$ cat src/rtl/fp32_div_issue.sv
// fp32_div_issue
//   Issue/collect stage in front of an iterative fp32 divider core.
//   Operand pairs arrive on a valid/ready stream and are buffered in a small
//   FIFO. They are issued one at a time to the divider with a single-cycle
//   start pulse, and the operands are held steady for the whole iteration.
//   The quotient is captured on the rising edge of div_done and presented on
//   a valid/ready output stream together with the user tag. If div_done never
//   rises, a watchdog produces a quiet-NaN error result instead.
//
// Ports
//   clk, rst                    rising-edge clock, async active-high reset
//   in_valid/in_ready           operand stream handshake (ready = FIFO not full)
//   in_a, in_b, in_tag          dividend, divisor, user tag
//   div_start                   one-cycle start pulse to the divider
//   div_a, div_b                operands to the divider (change only on pop)
//   div_result, div_done        quotient and completion from the divider
//   out_valid/out_ready         result stream handshake
//   out_result, out_tag         quotient and its tag
//   out_err                     result was produced by the watchdog
//   err_count                   saturating count of watchdog events
module fp32_div_issue #(
  parameter int TAG_W    = 4,
  parameter int IN_DEPTH = 2,
  parameter int TIMEOUT  = 64
) (
  input  logic             clk,
  input  logic             rst,
  input  logic             in_valid,
  output logic             in_ready,
  input  logic [31:0]      in_a,
  input  logic [31:0]      in_b,
  input  logic [TAG_W-1:0] in_tag,
  output logic             div_start,
  output logic [31:0]      div_a,
  output logic [31:0]      div_b,
  input  logic [31:0]      div_result,
  input  logic             div_done,
  output logic             out_valid,
  input  logic             out_ready,
  output logic [31:0]      out_result,
  output logic [TAG_W-1:0] out_tag,
  output logic             out_err,
  output logic [7:0]       err_count
);

  localparam int PTR_W   = $clog2(IN_DEPTH);
  localparam int CNT_W   = $clog2(TIMEOUT);
  localparam int ENTRY_W = 64 + TAG_W;
  localparam logic [CNT_W-1:0] WDOG_LAST = CNT_W'(TIMEOUT - 1);
  localparam logic [31:0]      QNAN      = 32'h7FC0_0000;

  typedef enum logic [1:0] {
    ST_IDLE  = 2'd0,
    ST_START = 2'd1,
    ST_WAIT  = 2'd2
  } state_t;

  state_t             state_r;
  state_t             state_nxt_s;

  // FIFO entries are packed as {tag, b, a}; pointers carry one wrap bit.
  logic [ENTRY_W-1:0] fifo_mem_r [IN_DEPTH];
  logic [PTR_W:0]     wr_ptr_r;
  logic [PTR_W:0]     rd_ptr_r;
  logic [ENTRY_W-1:0] fifo_head_s;

  logic [31:0]        op_a_r;
  logic [31:0]        op_b_r;
  logic [TAG_W-1:0]   op_tag_r;
  logic               div_start_r;
  logic [CNT_W-1:0]   wdog_r;
  logic               done_q_r;

  logic               out_valid_r;
  logic [31:0]        out_result_r;
  logic [TAG_W-1:0]   out_tag_r;
  logic               out_err_r;
  logic [7:0]         err_count_r;

  logic               empty_s;
  logic               full_s;
  logic               push_s;
  logic               pop_s;
  logic               slot_free_s;
  logic               done_rise_s;
  logic               capture_s;
  logic               expire_s;

  // Occupancy and handshake decode shared by every sequential block below.
  always_comb begin
    empty_s     = (wr_ptr_r == rd_ptr_r);
    full_s      = (wr_ptr_r[PTR_W] != rd_ptr_r[PTR_W]) &&
                  (wr_ptr_r[PTR_W-1:0] == rd_ptr_r[PTR_W-1:0]);
    push_s      = in_valid && !full_s;
    // The output slot is free now, or will be after this cycle's handshake;
    // nothing else can refill it before this op's own capture.
    slot_free_s = !out_valid_r || out_ready;
    pop_s       = (state_r == ST_IDLE) && !empty_s && slot_free_s;
    done_rise_s = div_done && !done_q_r;
    capture_s   = (state_r == ST_WAIT) && done_rise_s;
    // A done edge on the last watchdog cycle takes priority over expiry.
    expire_s    = (state_r == ST_WAIT) && !done_rise_s && (wdog_r == WDOG_LAST);
    fifo_head_s = fifo_mem_r[rd_ptr_r[PTR_W-1:0]];
  end

  // Next-state logic of the issue sequencer.
  always_comb begin
    state_nxt_s = state_r;
    case (state_r)
      ST_IDLE: begin
        if (pop_s) begin
          state_nxt_s = ST_START;
        end else begin
          state_nxt_s = ST_IDLE;
        end
      end
      ST_START: begin
        state_nxt_s = ST_WAIT;
      end
      ST_WAIT: begin
        if (capture_s || expire_s) begin
          state_nxt_s = ST_IDLE;
        end else begin
          state_nxt_s = ST_WAIT;
        end
      end
      default: begin
        state_nxt_s = ST_IDLE;
      end
    endcase
  end

  // Sequencer state register.
  always_ff @(posedge clk or posedge rst) begin
    if (rst) begin
      state_r <= ST_IDLE;
    end else begin
      state_r <= state_nxt_s;
    end
  end

  // Operand FIFO storage and pointers.
  always_ff @(posedge clk or posedge rst) begin
    if (rst) begin
      wr_ptr_r <= {(PTR_W+1){1'b0}};
      rd_ptr_r <= {(PTR_W+1){1'b0}};
      for (int i = 0; i < IN_DEPTH; i++) begin
        fifo_mem_r[i] <= {ENTRY_W{1'b0}};
      end
    end else begin
      if (push_s) begin
        fifo_mem_r[wr_ptr_r[PTR_W-1:0]] <= {in_tag, in_b, in_a};
        wr_ptr_r <= wr_ptr_r + (PTR_W+1)'(1);
      end
      if (pop_s) begin
        rd_ptr_r <= rd_ptr_r + (PTR_W+1)'(1);
      end
    end
  end

  // Operand registers feeding the divider, plus the start pulse that
  // coincides with the START state.
  always_ff @(posedge clk or posedge rst) begin
    if (rst) begin
      op_a_r      <= 32'd0;
      op_b_r      <= 32'd0;
      op_tag_r    <= {TAG_W{1'b0}};
      div_start_r <= 1'b0;
    end else begin
      div_start_r <= pop_s;
      if (pop_s) begin
        op_a_r   <= fifo_head_s[31:0];
        op_b_r   <= fifo_head_s[63:32];
        op_tag_r <= fifo_head_s[ENTRY_W-1:64];
      end
    end
  end

  // Watchdog: cleared in START, counts each WAIT cycle without a decision.
  always_ff @(posedge clk or posedge rst) begin
    if (rst) begin
      wdog_r <= {CNT_W{1'b0}};
    end else if (state_r == ST_START) begin
      wdog_r <= {CNT_W{1'b0}};
    end else if ((state_r == ST_WAIT) && !capture_s && !expire_s) begin
      wdog_r <= wdog_r + CNT_W'(1);
    end
  end

  // Previous div_done sample, kept in every state for edge detection.
  always_ff @(posedge clk or posedge rst) begin
    if (rst) begin
      done_q_r <= 1'b0;
    end else begin
      done_q_r <= div_done;
    end
  end

  // Output slot: loaded by a capture or a watchdog expiry, emptied by the
  // consumer handshake. Loads only happen while the slot is free.
  always_ff @(posedge clk or posedge rst) begin
    if (rst) begin
      out_valid_r  <= 1'b0;
      out_result_r <= 32'd0;
      out_tag_r    <= {TAG_W{1'b0}};
      out_err_r    <= 1'b0;
    end else if (capture_s) begin
      out_valid_r  <= 1'b1;
      out_result_r <= div_result;
      out_tag_r    <= op_tag_r;
      out_err_r    <= 1'b0;
    end else if (expire_s) begin
      out_valid_r  <= 1'b1;
      out_result_r <= QNAN;
      out_tag_r    <= op_tag_r;
      out_err_r    <= 1'b1;
    end else if (out_valid_r && out_ready) begin
      out_valid_r  <= 1'b0;
    end
  end

  // Saturating watchdog event counter.
  always_ff @(posedge clk or posedge rst) begin
    if (rst) begin
      err_count_r <= 8'd0;
    end else if (expire_s && (err_count_r != 8'hFF)) begin
      err_count_r <= err_count_r + 8'd1;
    end
  end

  assign in_ready   = !full_s;
  assign div_start  = div_start_r;
  assign div_a      = op_a_r;
  assign div_b      = op_b_r;
  assign out_valid  = out_valid_r;
  assign out_result = out_result_r;
  assign out_tag    = out_tag_r;
  assign out_err    = out_err_r;
  assign err_count  = err_count_r;

endmodule
$ cat config.mk
export PLATFORM = sky130hd
export DESIGN_NAME = fp32_div_issue
export DESIGN_NICKNAME = d
export VERILOG_FILES = /design/src/rtl/fp32_div_issue.sv
export SDC_FILE = /design/constraint.sdc
export NUM_CORES = 1
export LEC_CHECK = 0
export ABC_AREA = 1
export CORE_MARGIN = 2
export CORE_UTILIZATION = 25
export DETAILED_ROUTE_END_ITERATION = 8
export GPL_ROUTABILITY_DRIVEN = 0
export PLACE_DENSITY_LB_ADDON = 0.2
export SYNTH_ARGS = -nofsm -noshare
export SYNTH_HDL_FRONTEND = slang
export SYNTH_SLANG_ARGS = --single-unit
$ cat constraint.sdc
create_clock -name clk -period 11.2 [get_ports clk]
set_input_delay 2.24 -clock clk [delete_from_list [all_inputs] [get_ports clk]]
set_output_delay 2.24 -clock clk [all_outputs]
set_load 0.02 [all_outputs]
==> results.cfg <==
[place]
portBuffers = 216
dpl-instance-area_um2 = 14370
dp_hpwl_um = 21270
dp_slack_ns = 5.935

[yosys]
syn_nets = 1560
yosysSeqAreaShare_pct = 55.47
syn_avg_cell_area_um2 = 8.197
synth_seq_cells = 264
ys_types = 28
netlist_instances = 1453
syn_area_um2 = 11910
yosys_warnings = 0

[grt]
grt_start_max_net_pins = 131
antenna_found_initial = 1
grt_overflow = 0
grt_pass1_wl_um = 60400
grt_pass1_vias = 10317
grtUsageTotal_pct = 15.33

[sta]
setup_ws_ns = 6.399
drv_slew = 0
setup_viol = 0
min_period_over_period_pct = 42.87
rsz0062_at_grt = no
hold_viol_final = 0
whs_ns = 0.4664
max_freq_ghz = 0.2083
tightest_slew_ns = 1.114
fin_crit_ns = 4.801
final.setup.tns_ns = 0
slew_headroom_pct = 25.75
fin_skew_ns = 0.02084

[pwr]
finalPower_mw = 4.756
power_leakage_nw = 7.767
vdd_ir_drop_max_uv = 217.7
power_density_nw_per_um2 = 306.5

[clocking]
postCtsHoldBufs = 0
h-tree-depth = 2
cts_tree = built
ctsResizeCount = 0
clk_pin_slew_ns = 0.06
clk_latency_ns = 0.54
clock-sinks = 264
max-clock-path-buffers = 3
postCtsSetupBuffers = 0
root_buffer = clkbuf_16
cts_buffers = 35

[floorplan]
core.rowCount = 79
die_width_um = 222.3
die_h_um = 222.3
die_area_um2 = 49400
start_util_pct = 25.47
design.core.area_um2 = 46750
ios = 217

[cells_and_area]
area_growth_pct = 30.30
layout-drive-gt1-share_pct = 5.147
layout.nets = 1715
layout.cell_area.non_filler_um2 = 15520

[status]
status = finished clean

[drt]
dr.first_iter.drc_count = 859
ant_nets = 0
route.detailed.drc = 0
wl_um = 37840
wire_per_inst_um = 16.89
post_drt_via_cell_ratio = 4.599
drt_pass1_iterations = 5
vias = 10302

[worst_setup_path]
arrival_ns = 2.56
r2r-end = out_tag[3]$_DFFE_PP0P_
slowest_stage = dfrtp_2
endpoint_kind = primary output
critical_path_class = reg2out
critPathRequiredTime_ns = 8.96
crit_family = buffers and inverters
worstPathMaxFanout = 38
crit_chain = inv_2 > nand2_1 > nand2_2 > nand2_4 > clkdlybuf4s50_1
crit_buf_inv = 2
cp.depth = 5
critPathLaunchType = register
crit_path_end = in_ready
slowest_delay_ns = 0.73
setup.worst_path.start = rd_ptr_r[0]$_DFFE_PP0P_
r2r_slack_ns = 8.30
reg2reg_from = done_q_r$_DFF_PP0_
reg2reg_depth = 6

[run]
maxCapViolations = 0

[worst_hold_path]
min_path_type = reg2reg
==> cells in the mapped netlist (all sizes together) <==
cell type,count,area (um2)
nand2,734,2770
a21oi,1,5.000
nor2,14,65.06
xor2,3,26.28
o21ai,6,33.78
nand3,146,755.7
nor3,1,16.27
xnor2,3,26.28
ha,2,25.02
o21bai,1,7.510
dfrtp,264,6606
or2,11,68.81
clkbuf,41,155.1
nand4,136,850.8
buf,69,419.2
inv,21,78.82
==> worst min path at each step <==
stage | cells past startpoint | end | slack [ns] | startpoint
3_5_place_dp | 2 | fifo_mem_r[52]$_DFFE_PP0P_ | 0.46 | fifo_mem_r[52]$_DFFE_PP0P_
3_3_place_gp | 2 | fifo_mem_r[52]$_DFFE_PP0P_ | 0.45 | fifo_mem_r[52]$_DFFE_PP0P_
2_1_floorplan | 2 | fifo_mem_r[0]$_DFFE_PP0P_ | 0.44 | fifo_mem_r[0]$_DFFE_PP0P_
4_1_cts | 2 | fifo_mem_r[127]$_DFFE_PP0P_ | 0.47 | fifo_mem_r[127]$_DFFE_PP0P_
5_1_grt | 2 | fifo_mem_r[53]$_DFFE_PP0P_ | 0.48 | fifo_mem_r[53]$_DFFE_PP0P_
6_report | 2 | fifo_mem_r[102]$_DFFE_PP0P_ | 0.47 | fifo_mem_r[102]$_DFFE_PP0P_
==> report_power, final <==
group          total, mW  switching (mW)  internal [mW]  leakage [nW]
Combinational       2.02            1.33          0.690          3.87
Clock               1.12           0.429          0.694         0.565
Sequential          1.62           0.240           1.38          3.33
==> cell type report <==
cell class                      count  area [um2]
Antenna cell                        1       2.502
Clock buffer                       53        1056
Clock inverter                      8       92.59
Fill cell                        4991       31240
Inverter                           21       86.33
Multi-Input combinational cell   1058        4663
Sequential cell                   264        6609
Tap cell                          607       759.5
Timing Repair Buffer              228        2250
==> tightest hold or removal path: stages, from the launching register on <==
cell and delay (ns):
dfrtp_1 0.34, nand2_1 0.05, nand2_1 0.04
==> cells in the final DEF (no fill, tap or decap), drive strengths merged <==
cell	n
diode	1
bufinv	2
nor3	1
xor2	3
clkinv	5
dfrtp	264
o21ai	6
o21bai	1
nand3	146
ha	2
inv	21
or2	11
nand4	136
clkbuf	53
a21oi	1
buf	13
xnor2	3
clkinvlp	1
nand2	734
clkdlybuf4s50	215
nor2	14
==> flip-flops by register name (all words and copies together), names as in the netlist, 4 cells and up <==
register,cells
out_result,32
div_b,32
out_tag,4
div_a,32
fifo_mem_r,136
wdog_r,6
op_tag_r,4
err_count,8
==> routing by layer <==
layer	global-route usage [%]	vias to the layer above	part of all wire, %
li1	-	5027	-
met4	4.272	0	1.7
met1	20.89	4947	47
met5	0	-	0
met2	24.81	284	46
met3	2.936	44	5.6
==> per-stage QoR <==
step | instances | util, %
final | 2240 | 33.19
after global routing | 2239 | 33.19
after CTS | 2239 | 33.19
after detailed placement | 2178 | 30.73
after global placement | 2178 | 30.73
after floorplan | 1453 | -
==> kinds of logic after synthesis <==
logic type                 Yosys count  share of synthesized area (%)
adders and majority gates            2                         0.2101
buffers and inverters              131                          5.484
xor gates and xnor gates             6                         0.4413
AOI/OAI and AO/OA                    8                         0.3887
DFF                                264                          55.47
and+or+nand+nor                   1042                          38.01
No activity file was read; power rests on OpenSTA's default activity.
